<file path="config.mk">
export PLATFORM = sky130hd
export DESIGN_NAME = fetch_sequencer
export DESIGN_NICKNAME = d
export VERILOG_FILES = /design/src/rtl/fetch_sequencer_pkg.sv /design/src/rtl/fetch_sequencer_queue.sv /design/src/rtl/fetch_sequencer.sv
export SDC_FILE = /design/constraint.sdc
export NUM_CORES = 1
export LEC_CHECK = 0
export CAP_MARGIN = 20
export CORE_UTILIZATION = 32
export DETAILED_ROUTE_END_ITERATION = 16
export HOLD_SLACK_MARGIN = 0.12
export PLACE_DENSITY = 0.53
export SYNTH_ARGS = -nofsm -noshare
export SYNTH_HDL_FRONTEND = slang
export SYNTH_HIERARCHICAL = 1
export SYNTH_SLANG_ARGS = --single-unit
</file>
<file path="constraint.sdc">
create_clock -name clk -period 7.45 [get_ports clk]
set_input_delay 1.49 -clock clk [delete_from_list [all_inputs] [get_ports clk]]
set_output_delay 1.49 -clock clk [all_outputs]
set_load 0.05 [all_outputs]
</file>
<file path="src/rtl/fetch_sequencer_pkg.sv">
// Shared core definitions for the instruction fetch sequencer: sequencer
// state encoding and the native instruction width.
package fetch_sequencer_pkg;

  localparam int INSTR_W = 32;

  localparam int STATE_W = 2;
  localparam logic [STATE_W-1:0] ST_IDLE  = 2'd0;
  localparam logic [STATE_W-1:0] ST_RUN   = 2'd1;
  localparam logic [STATE_W-1:0] ST_DRAIN = 2'd2;
  localparam logic [STATE_W-1:0] ST_DONE  = 2'd3;

endpackage

</file>
<file path="src/rtl/fetch_sequencer_queue.sv">
// Small power-of-two FIFO holding {pc, instruction} pairs for the fetch
// sequencer. Supports synchronous flush and simultaneous push/pop. Head
// outputs read straight from storage and are forced to zero while empty.
module fetch_queue #(
  parameter int W     = 32,
  parameter int DEPTH = 2
) (
  input  logic                     clk,
  input  logic                     reset,
  input  logic                     flush,
  input  logic                     push,
  input  logic [W-1:0]             push_pc,
  input  logic [W-1:0]             push_instr,
  input  logic                     pop,
  output logic                     out_valid,
  output logic [W-1:0]             out_pc,
  output logic [W-1:0]             out_instr,
  output logic [$clog2(DEPTH):0]   count
);

  localparam int AW = $clog2(DEPTH);
  localparam logic [AW:0] FULL = (AW+1)'(DEPTH);

  logic [W-1:0]  pc_mem    [DEPTH];
  logic [W-1:0]  instr_mem [DEPTH];
  logic [AW-1:0] head;
  logic [AW-1:0] tail;
  logic          do_push;
  logic          do_pop;

  // A pop in the same cycle frees the slot a full-queue push needs.
  assign do_pop    = pop && (count != '0);
  assign do_push   = push && ((count != FULL) || do_pop);

  // Gating with out_valid keeps the head outputs at zero after reset
  // without having to clear the storage.
  assign out_valid = (count != '0);
  assign out_pc    = out_valid ? pc_mem[head]    : '0;
  assign out_instr = out_valid ? instr_mem[head] : '0;

  // Entry storage: written at the tail on every accepted push.
  // NOTE: storage has no reset; validity is tracked by count, so clearing it would only add reset fan-out.
  always_ff @(posedge clk) begin
    if (do_push && !flush) begin
      pc_mem[tail]    <= push_pc;
      instr_mem[tail] <= push_instr;
    end
  end

  // Pointer and occupancy bookkeeping; flush empties the queue in one cycle.
  // NOTE: sequential state uses non-blocking assignments so every register samples pre-edge values.
  always_ff @(posedge clk or posedge reset) begin
    if (reset) begin
      head  <= '0;
      tail  <= '0;
      count <= '0;
    end else if (flush) begin
      head  <= '0;
      tail  <= '0;
      count <= '0;
    end else begin
      if (do_push) tail <= tail + 1'b1;
      if (do_pop)  head <= head + 1'b1;
      case ({do_push, do_pop})
        2'b10:   count <= count + 1'b1;
        2'b01:   count <= count - 1'b1;
        default: count <= count;
      endcase
    end
  end

endmodule

</file>
<file path="src/rtl/fetch_sequencer.sv">
// Instruction fetch sequencer: walks a ROM from PC 0 in 4-byte steps,
// buffers responses in a small queue for a valid/ready consumer, and
// honours branch redirects by flushing queued and inflight work.
module fetch_sequencer
  import fetch_sequencer_pkg::*;
#(
  parameter int XLEN      = INSTR_W,
  parameter int QDEPTH    = 2,
  parameter int ROM_BYTES = 1024
) (
  input  logic            clk,
  input  logic            reset,
  input  logic            start,
  input  logic [XLEN-1:0] rom_size,
  output logic            fetch_req,
  output logic [XLEN-1:0] fetch_pc,
  input  logic [XLEN-1:0] fetch_instr,
  input  logic            redirect_valid,
  input  logic [XLEN-1:0] redirect_pc,
  output logic            out_valid,
  input  logic            out_ready,
  output logic [XLEN-1:0] out_instr,
  output logic [XLEN-1:0] out_pc,
  output logic            busy,
  output logic            done
);

  localparam int CW = $clog2(QDEPTH) + 1;
  localparam logic [CW:0]      QD      = (CW+1)'(QDEPTH);
  localparam logic [XLEN-1:0]  ROM_MAX = XLEN'(ROM_BYTES);

  logic [STATE_W-1:0] state;
  logic [XLEN-1:0]    next_pc;
  logic [XLEN-1:0]    rom_size_q;
  logic [XLEN-1:0]    inflight_pc;
  logic               inflight;
  logic [CW-1:0]      count;

  logic               redirect_act;
  logic               start_act;
  logic               pop;
  logic               push;
  logic               flush;
  logic [CW:0]        occupancy;
  logic [XLEN:0]      pc_plus4;
  logic               last_fetch;
  logic [XLEN-1:0]    redirect_aligned;
  logic [XLEN-1:0]    rom_size_clamped;

  assign redirect_act     = redirect_valid && (state == ST_RUN || state == ST_DRAIN);
  assign start_act        = start && (state == ST_IDLE || state == ST_DONE);
  assign redirect_aligned = redirect_pc & ~XLEN'(3);
  assign rom_size_clamped = (rom_size > ROM_MAX) ? ROM_MAX : rom_size;

  // Slots already promised to an inflight response count as occupied; a
  // pop this cycle frees one, which keeps a depth-2 queue streaming.
  assign pop       = out_valid && out_ready;
  assign occupancy = {1'b0, count} + {{CW{1'b0}}, inflight} - {{CW{1'b0}}, pop};

  // Extra top bit keeps the end-of-program compare honest near 2^XLEN.
  assign pc_plus4   = {1'b0, next_pc} + (XLEN+1)'(4);
  assign last_fetch = pc_plus4 >= {1'b0, rom_size_q};

  assign fetch_req = (state == ST_RUN) && (occupancy < QD) && !redirect_valid;
  assign fetch_pc  = next_pc;

  // The response for last cycle's fetch is dropped if a redirect lands now.
  assign push  = inflight && !redirect_act;
  assign flush = redirect_act || start_act;

  assign busy = (state == ST_RUN) || (state == ST_DRAIN);
  assign done = (state == ST_DONE);

  fetch_queue #(
    .W     (XLEN),
    .DEPTH (QDEPTH)
  ) u_queue (
    .clk        (clk),
    .reset      (reset),
    .flush      (flush),
    .push       (push),
    .push_pc    (inflight_pc),
    .push_instr (fetch_instr),
    .pop        (pop),
    .out_valid  (out_valid),
    .out_pc     (out_pc),
    .out_instr  (out_instr),
    .count      (count)
  );

  // Track the one response that can be in flight and remember its PC.
  always_ff @(posedge clk or posedge reset) begin
    if (reset) begin
      inflight    <= 1'b0;
      inflight_pc <= '0;
    end else begin
      inflight    <= fetch_req;
      inflight_pc <= next_pc;
    end
  end

  // Sequencer state, fetch pointer and latched program size.
  always_ff @(posedge clk or posedge reset) begin
    if (reset) begin
      state      <= ST_IDLE;
      next_pc    <= '0;
      rom_size_q <= '0;
    end else begin
      case (state)
        ST_IDLE, ST_DONE: begin
          if (start) begin
            rom_size_q <= rom_size_clamped;
            next_pc    <= '0;
            state      <= ST_RUN;
          end
        end
        ST_RUN, ST_DRAIN: begin
          if (redirect_valid) begin
            next_pc <= redirect_aligned;
            state   <= (redirect_aligned < rom_size_q) ? ST_RUN : ST_DONE;
          end else if (fetch_req) begin
            next_pc <= pc_plus4[XLEN-1:0];
            if (last_fetch) state <= ST_DRAIN;
          end else if (state == ST_DRAIN && count == '0 && !inflight) begin
            state <= ST_DONE;
          end
        end
        default: state <= ST_IDLE;
      endcase
    end
  end

endmodule

</file>
Word-level counts from Yosys, hierarchy flattened. Memory sizes are Yosys's and may differ from the RTL's. Index checks and enable logic that the tools add are counted. W data, S select, Z words.

Add/subtract/negate cells: 7. $lt $le $gt $ge: 4. Equality and inequality tests: 10. Muxes and demuxes: 22. Reduce and logical (&&, ||, !) cells: 30.

Operator list (count): $mux W32 (6); $pmux W32 S2 (1); $add A32 B3 Y33 const B (1); $ge A33 B32 Y1 (1); $gt A32 B11 Y1 const B (1); $lt A32 B32 Y1 (1); $mux W2 (7); $logic_and A1 B1 Y1 (11); $ne A4 B4 Y1 const B (2); $pmux W2 S2 (2); $eq A2 B2 Y1 const B (3); $mux W1 (6); $reduce_bool A2 Y1 (3); $eq A2 B1 Y1 const B (2); $logic_not A1 Y1 (4); $logic_not A2 Y1 (2); $logic_or A1 B1 Y1 (4); $ne A2 B2 Y1 const B (2); $reduce_and A2 Y1 (2); $reduce_or A2 Y1 (2); $add A2 B1 Y3 (1); $lt A3 B2 Y1 const B (1); $ne A3 B3 Y1 const B (1); $reduce_and A3 Y1 (1); other kinds (5) (6).

Register bits after elaboration: 103. Memory bits (writable): 128. Word-level logic and storage cells: 83. Memories: 2.

Memory list: u_queue.instr_mem (depth 2, width 32, rd ports 1, clocked after memory_dff 0, write ports 1, RTL line fetch_sequencer_queue.sv:25) `logic [W-1:0] instr_mem [DEPTH];`; u_queue.pc_mem (depth 2, width 32, rd ports 1, clocked after memory_dff 0, write ports 1, RTL line fetch_sequencer_queue.sv:24) `logic [W-1:0] pc_mem [DEPTH];`.

Logic depth before layout (Yosys ltp). Gate-level depths: netlist (run 1).

Depth in word-level cells: 9. Gate-level depth with buffers: 16.

Cells and area by module. The synthesis (run 1) kept the hierarchy.

Modules (own cells, without submodules): fetch_sequencer (instances 1, cells each 578, area each 5550.3 um^2, seq. area each 2377.3 um^2); fetch_queue (instances 1, cells each 299, area each 5104.9 um^2, seq. area each 3943.8 um^2).

Worst setup path after synthesis (run 1). OpenSTA, ideal clock, no wires.

Kind: input port to flip-flop. Start: in redirect_valid. End: mem u_queue.instr_mem[1][0] (enable). Library setup time: 0.578 ns. Data arrival time: 7.222 ns. Required time: 6.872 ns. Setup slack: -0.350 ns. Stages on the path: 6. Cell sequence: clkbuf_1 -> nor2b_1 -> clkbuf_1 -> nor2b_1 -> o31ai_4 -> nor3b_1.

Cells in the longest elaborated chain, start to end: 7.

RTL lines: start, declared (RTL line fetch_sequencer.sv:18) `input logic redirect_valid,`; $logic_and A1 B1 Y1 (RTL line fetch_sequencer.sv:50) `assign redirect_act = redirect_valid && (state == ST_RUN || state == ST_DRAIN);`; $logic_not A1 Y1 (RTL line fetch_sequencer.sv:68) `assign push = inflight && !redirect_act;`; $logic_and A1 B1 Y1 (RTL line fetch_sequencer.sv:68); via push (RTL line fetch_sequencer.sv:42) `logic push;`; $logic_and A1 B1 Y1 (RTL line fetch_sequencer_queue.sv:33) `assign do_push = push && ((count != FULL) || do_pop);`; $logic_and A1 B1 Y1 (RTL line fetch_sequencer_queue.sv:44) `if (do_push && !flush) begin`; $mux W1 (RTL line fetch_sequencer_queue.sv:44); $mux W1 (implied by the code) (RTL line fetch_sequencer_queue.sv:46) `instr_mem[tail] <= push_instr;`; end, declared (RTL line fetch_sequencer_queue.sv:25).

The timed path passes the listed nets, and every way through them passes these cells.

Worst setup path after layout (run 1).
Start: in out_ready. End: out fetch_req.

Cells in the longest elaborated chain, start to end: 5.

RTL lines: start, declared (RTL line fetch_sequencer.sv:21) `input logic out_ready,`; $logic_and A1 B1 Y1 (RTL line fetch_sequencer.sv:57) `assign pop = out_valid && out_ready;`; via pop (RTL line fetch_sequencer.sv:41) `logic pop;`; $sub A3 B1 Y3 (RTL line fetch_sequencer.sv:58) `assign occupancy = {1'b0, count} + {{CW{1'b0}}, inflight} - {{CW{1'b0}}, pop};`; $lt A3 B2 Y1 (RTL line fetch_sequencer.sv:64) `assign fetch_req = (state == ST_RUN) && (occupancy < QD) && !redirect_valid;`; $logic_and A1 B1 Y1 (2 in series) (RTL line fetch_sequencer.sv:64); end, declared (RTL line fetch_sequencer.sv:15) `output logic fetch_req,`.

The timed path passes the listed nets, and every way through them passes these cells.

==> results.yml, run 1 <==
power_and_ir_drop:
  power.internal_mw: 2.99
  switching_share: 0.411
  ir_drop_uv: 163
  combPwrFrac: 0.408
  power_density_nw_per_um2: 364
  p_leak_nw: 5.22
  p_switching_mw: 2.09
  clkPwrFrac: 0.243
  power_frac_seq: 0.349
sta:
  hold_violations: 0
  fin_crit_ns: 6.16
  setup_violations: 0
  final_max_slew_viol_count: 0
  period_share: 0.826
  fmax_ghz: 0.162
  worst_pin_slew_ns: 1.04
  slew_headroom: 0.305
  fin_skew_ns: 0.00887
  fin_tns_setup_ns: 0
  rsz0062_at_grt: "false"
worst_setup_path:
  crit_chain: "clkdlybuf4s50_1 -> and2_1 -> ha_1 -> nand2b_1 -> fa_1 -> xnor2_1 -> nand3_1 -> nor2_1 -> clkdlybuf4s50_1"
  reg2regPathDepth: 13
  cp.arrival_ns: 4.67
  path_max_fanout: 6
  cp_num_buf_inv: 2
  crit_path_top_delay_cell: "clkdlybuf4s50_1"
  end_kind: "output pin"
  slowest_delay_ns: 0.87
  worstSetupStartpointType: "primary input"
  path_delay_family: "buffers and inverters"
  cpMostUsedCell: "clkdlybuf4s50_1"
  crit_type: "in2out"
  worstPathRequired_ns: 5.96
  crit_cells: 9
routing:
  antenna_left: 0
  firstDrtPassIters: 5
  viasPerCell: 4.83
  drt_iter0_drc: 361
  drt-total-wl_um: 26600
  drc: 0
  wl_per_cell_um: 17.2
  vias: 7460
logic_synthesis:
  synth_area_leaders: "edfxtp_1 36%, dfrtp_1 23%, ha_1 7.6%"
  yosysWarnings: 6
  synth_compound_area_frac: 0.100
  synthMuxAreaShare: 0.0621
  syn_area_um2: 10700
  synth_flop_cell: "edfxtp_1"
  synth_seq_cells: 227
  async_flop_share: 0.436
  synth_top_family_by_area: "simple AND/OR/NAND/NOR gates"
  synth.avg_cell_area_um2: 12.1
  synth_xor_area_frac: 0.0255
  synthCells: 877
  ys_types: 59
  ys_seq_area_frac: 0.593
  synth_edf_count: 128
  synth_fa_ha_area_frac: 0.0782
  synth_most_common_cell: "edfxtp_1"
  synth_simple_gate_area_share: 0.104
  synth_common_cells: "128 x edfxtp_1, 102 x nor2_1, 99 x dfrtp_1"
  yosysTopAreaCell: "edfxtp_1"
  synth_top_area_share: 0.361
clocking:
  cts_setup_buffers: 0
  hold_buffers: 0
  clock-root-buffer: "clkbuf_16"
  cts_max_level: 1
  clock-sinks: 227
  insertion_delay_ns: 0.52
  numCtsBuffers: 25
  cts_max_path_buffers: 3
  cts_resized: 0
  clk_pin_slew_worst_paths_ns: 0.06
  cts_tree: "done"
die:
  io_pins: 201
  core-area_um2: 32600
  initial_utilization: 0.327
  die-area_um2: 34000
  die-height_um: 184
  die_w_um: 184
  placementRows: 66
global_routing:
  grt_pass1_wl_um: 41200
  grt_usage: 0.156
  grt_pass1_vias: 7285
  grt.overflow.total: 0
  antenna_found_initial: 0
  grt_max_degree: 69
min_path:
  hold_depth: 0
  holdCritPathClass: "reg2reg"
final_layout:
  finish.utilization: 0.427
  fillers: 3086
  antenna_cells: 0
  syn_to_final_growth_pct: 30.8
  nets: 1249
  final_layout_size_suffix_gt1_frac: 0.0627
outcome:
  outcome: "finished clean"
placement:
  io_buffers: 196
  dp_hpwl_um: 18400
  place.gp.congestion: 0.795
job:
  timing.max_cap.violations: 0
## stage by stage
stage,std cells,hold slack [ns],total power [mW],setup WS (ns),cell area (um2)
after floorplan,882,0.420,3.16,0.0202,10700
after global routing,1543,0.445,5.35,1.16,13900
after CTS,1543,0.440,5.14,1.25,13900
after detailed placement,1497,0.428,3.88,1.27,13100
after global placement,1497,0.421,3.87,1.29,13100
final,1543,0.440,5.07,1.29,13900
## flip-flops by register name, summed over array words and instances (netlist names)
register,flops
inflight_pc,30
fetch_pc,30
u_queue/instr_mem,64
u_queue/count,2
u_queue/head,1
rom_size_q,32
inflight,1
u_queue/tail,1
u_queue/pc_mem,64
state,2
## power groups by stage
| stage | registers (mW) | logic, mW | clock network (mW) |
|---|---|---|---|
| 6_report | 1.77 | 2.07 | 1.23 |
| 5_1_grt | 1.80 | 2.23 | 1.33 |
| 4_1_cts | 1.77 | 2.10 | 1.28 |
| 3_5_place_dp | 1.79 | 2.09 | 0 |
| 3_3_place_gp | 1.78 | 2.08 | 0 |
| 2_1_floorplan | 1.91 | 1.25 | 0 |
## cell usage in the layout, fill, tap and decap left out, types with 5 or more instances in the layout
cell type / synthesis / layout
nor4_1: 13 / 13
nor3_1: 8 / 7
dfrtp_1: 99 / 98
nor2_1: 102 / 101
mux2i_1: 65 / 65
a21oi_1: 61 / 61
a22oi_1: 11 / 11
buf_4: 10 / 13
ha_1: 65 / 65
clkbuf_8: 0 / 5
nand2_1: 52 / 52
clkdlybuf4s50_1: 0 / 196
edfxtp_1: 128 / 128
nand4_1: 17 / 17
nor2b_1: 6 / 6
o21ai_0: 35 / 35
conb_1: 1 / 6
a22o_1: 11 / 11
xor2_1: 11 / 11
o2bb2ai_1: 7 / 7
a21o_1: 8 / 8
clkbuf_16: 0 / 25
or4_1: 5 / 5
inv_1: 45 / 44
xnor2_1: 20 / 20
clkinv_2: 0 / 9
nand3_1: 16 / 16
## worst paths after layout
path	startpoint	to	slack [ns]
worst max-delay path	out_ready	fetch_req	1.29
worst min-delay path	inflight_pc[6]$_DFF_PP0_	u_queue/pc_mem[1][6]$_DFFE_PP_	0.44
worst max register to register	fetch_pc[2]$_DFFE_PP0P_	state[1]$_DFFE_PP0P_	3.18
worst min register to register	inflight_pc[6]$_DFF_PP0_	u_queue/pc_mem[1][6]$_DFFE_PP_	0.44
max in group asynchronous	reset	rom_size_q[26]$_DFFE_PP0P_	4.80
min in group asynchronous	reset	u_queue/count[0]$_DFFE_PP0P_	1.21
## layout make-up
class,count,area (um2),area share
clock buffers,32,702,0.0504
clock inverters,14,131,0.00943
inverters,46,174,0.0125
multi-input cells,573,3990,0.286
flip-flops and latches,227,6320,0.454
well taps,442,553,0.0397
repair buffers,209,2060,0.148
## logic make-up (layout without fill, tap and decap cells)
| kind of cell | after synthesis | after routing |
|---|---|---|
| AOI/OAI and AO/OA | 166 | 166 |
| xor gates and xnor gates | 31 | 31 |
| adders and majority gates | 66 | 66 |
| buffers and inverters | 82 | 301 |
| DFF | 227 | 227 |
| muxes | 66 | 66 |
| other | 1 | 6 |
| and+or+nand+nor | 238 | 238 |
## layer usage
| metal | track usage | up-vias | routed length, um |
|---|---|---|---|
| li1 | - | 3623 | - |
| met1 | 0.214 | 3602 | 12100 |
| met2 | 0.253 | 205 | 12300 |
| met3 | 0.0306 | 30 | 1660 |
| met4 | 0.0387 | 0 | 434 |
| met5 | 0 | - | 0 |
No activity file was read; power rests on OpenSTA's default activity.
==> run 2, diff against run 1 <==
==> constraint.sdc (replaced) <==
create_clock -name clk -period 5.66 [get_ports clk]
set_input_delay 1.132 -clock clk [delete_from_list [all_inputs] [get_ports clk]]
set_output_delay 1.132 -clock clk [all_outputs]
set_load 0.05 [all_outputs]
==> run 2 against run 1 <==
  * Register-to-register slack worse by 1.7 ns
  * Cell count is 0.26% higher
  * Hold slack worse by 0.0020 ns
  * Routed wire length is 0.82% higher
  * Clock skew is 0.00077 ns lower
  * Non-clock buffer count is 5 higher
  * Count of clock-buffer cells in the layout is 6 higher
  * Combinational power is 34% higher
  * Via count is 0.59% higher
  * Utilization is 0.15 points higher
  * Worst setup slack worse by 0.50 ns
==> results.yml, run 2 (synthesis results as in run 1) <==
outcome:
  outcome: "finished clean"
sta:
  fmax_ghz: 0.205
  final_max_slew_viol_count: 0
  rsz0062_at_grt: "false"
  whs_ns: 0.439
  setup_violations: 0
  hold_violations: 0
  fin_skew_ns: 0.00810
  fin_crit_ns: 4.87
  worst_pin_slew_ns: 0.825
  slew_headroom: 0.450
  period_share: 0.860
  fin_tns_setup_ns: 0
die:
  initial_utilization: 0.327
  core-area_um2: 32600
  placementRows: 66
  die-height_um: 184
  die-area_um2: 34000
  die_w_um: 184
  io_pins: 201
final_layout:
  nets: 1254
  antenna_cells: 0
  final_layout_size_suffix_gt1_frac: 0.0597
  layout_common_cells: "195 x clkdlybuf4s50_1, 128 x edfxtp_1, 101 x nor2_1"
  layout_commonest_cell: "clkdlybuf4s50_1"
  fillers: 3103
  reg_top3: "u_queue/instr_mem x64, u_queue/pc_mem x64, rom_size_q x32"
  syn_to_final_growth_pct: 31.2
worst_setup_path:
  rrSetupSlack_ns: 1.52
  crit_path_top_delay_cell: "clkdlybuf4s50_1"
  end_kind: "output pin"
  path_delay_family: "simple AND/OR/NAND/NOR gates"
  path_max_fanout: 7
  worstPathRequired_ns: 4.53
  critPathLaunch: "out_ready"
  crit_chain: "clkdlybuf4s50_1 -> and2_1 -> ha_1 -> nand2b_1 -> fa_1 -> xnor2_1 -> nand3_1 -> nor2_1 -> buf_4 -> buf_12"
  r2r_start: "fetch_pc[3]$_DFFE_PP0P_"
  worstSetupStartpointType: "primary input"
  r2r_end: "state[1]$_DFFE_PP0P_"
  cp_num_buf_inv: 3
  reg2regPathDepth: 12
  crit_type: "in2out"
  endpoint: "fetch_req"
  cp.arrival_ns: 3.74
  slowest_delay_ns: 0.45
  crit_cells: 10
routing:
  drt-total-wl_um: 26800
  vias: 7504
  firstDrtPassIters: 5
  wl_per_cell_um: 17.3
  antenna_left: 0
  drt_iter0_drc: 264
  viasPerCell: 4.85
  drc: 0
global_routing:
  grt_pass1_vias: 7455
  antenna_found_initial: 0
  use_met3: 0.0263
  gr-max-usage-layer: "met2"
  grtUsageMet1: 0.209
  use_met2: 0.267
  grt_pass1_wl_um: 41600
  grt_usage: 0.158
  grt.overflow.total: 0
  grt_max_degree: 65
power_and_ir_drop:
  ir_drop_uv: 244
  p_leak_nw: 5.24
  power.internal_mw: 3.96
  p_switching_mw: 2.73
  power_frac_seq: 0.348
  clkPwrFrac: 0.238
  power_density_nw_per_um2: 478
  total_power_mw: 6.69
  combPwrFrac: 0.414
  switching_share: 0.408
placement:
  place.gp.congestion: 0.801
  io_buffers: 196
  dp_hpwl_um: 18900
clocking:
  hold_buffers: 0
  cts_setup_buffers: 0
  cts_tree: "done"
  insertion_delay_ns: 0.52
  clock-root-buffer: "clkbuf_16"
  cts_resized: 0
  clk_pin_slew_worst_paths_ns: 0.06
  cts_max_level: 1
  numCtsBuffers: 25
  cts_max_path_buffers: 3
  clock-sinks: 227
min_path:
  holdCritPathClass: "reg2reg"
job:
  timing.max_cap.violations: 0
==> run 2: cell count changes in the layout (fill, tap and decap cells not counted), sizes merged <==
cell / before / now
clkinv: 9 / 6
clkinvlp: 3 / 0
clkdlybuf4s50: 196 / 195
buf: 13 / 19
inv: 46 / 45
clkbuf: 32 / 38
==> run 2: worst min-delay path by stage <==
stage / depth (start not counted) / from / slack [ns] / endpoint
finish: 0 / inflight_pc[29]$_DFF_PP0_ / 0.44 / u_queue/pc_mem[0][29]$_DFFE_PP_
global route: 0 / inflight_pc[19]$_DFF_PP0_ / 0.45 / u_queue/pc_mem[0][19]$_DFFE_PP_
CTS: 0 / inflight_pc[16]$_DFF_PP0_ / 0.44 / u_queue/pc_mem[1][16]$_DFFE_PP_
detailed placement: 0 / inflight_pc[23]$_DFF_PP0_ / 0.43 / u_queue/pc_mem[1][23]$_DFFE_PP_
global placement: 0 / inflight_pc[5]$_DFF_PP0_ / 0.42 / u_queue/pc_mem[0][5]$_DFFE_PP_
floorplan: 0 / inflight_pc[10]$_DFF_PP0_ / 0.42 / u_queue/pc_mem[0][10]$_DFFE_PP_
==> run 2: cell type report <==
class / instances / area (um2) / share of cell area
inverters: 46 / 174 / 0.0124
clock inverters: 7 / 82.6 / 0.00591
flip-flops and latches: 227 / 6320 / 0.452
multi-input cells: 573 / 4000 / 0.286
repair buffers: 214 / 2130 / 0.152
well taps: 442 / 553 / 0.0396
clock buffers: 38 / 724 / 0.0518
==> run 2: stage by stage <==
step	cells	setup WS (ns)	utilization	instance area (um2)
floorplan	882	0.486	-	10700
global placement	1501	0.813	0.403	13100
detailed placement	1501	0.794	0.403	13100
CTS	1546	0.776	0.428	14000
global route	1547	0.636	0.429	14000
finish	1547	0.791	0.429	14000
==> run 2: power groups by stage <==
stage / sequential [mW] / combinational [mW] / clock [mW]
6_report: 2.33 / 2.77 / 1.59
5_1_grt: 2.37 / 2.97 / 1.70
3_5_place_dp: 2.38 / 2.77 / 0
2_1_floorplan: 2.51 / 1.64 / 0
4_1_cts: 2.34 / 2.78 / 1.65
3_3_place_gp: 2.36 / 2.75 / 0
==> run 2: worst register-to-register path: stages (launching register included) <==
cell	delay [ns]
dfrtp_1	0.45
ha_1	0.28
nand2_1	0.16
or4_1	0.65
nor4_1	0.64
xor2_1	0.16
ha_1	0.35
nand4_1	0.16
nor4_1	0.42
a2111oi_0	0.17
o2111ai_1	0.16
a31oi_1	0.12
a221oi_1	0.32
==> run 2: layer usage <==
| metal | up-vias | share of wire |
|---|---|---|
| met1 | 3657 | 0.45 |
| met4 | 0 | 0.018 |
| li1 | 3630 | - |
| met2 | 186 | 0.48 |
| met3 | 31 | 0.054 |
| met5 | - | 0 |
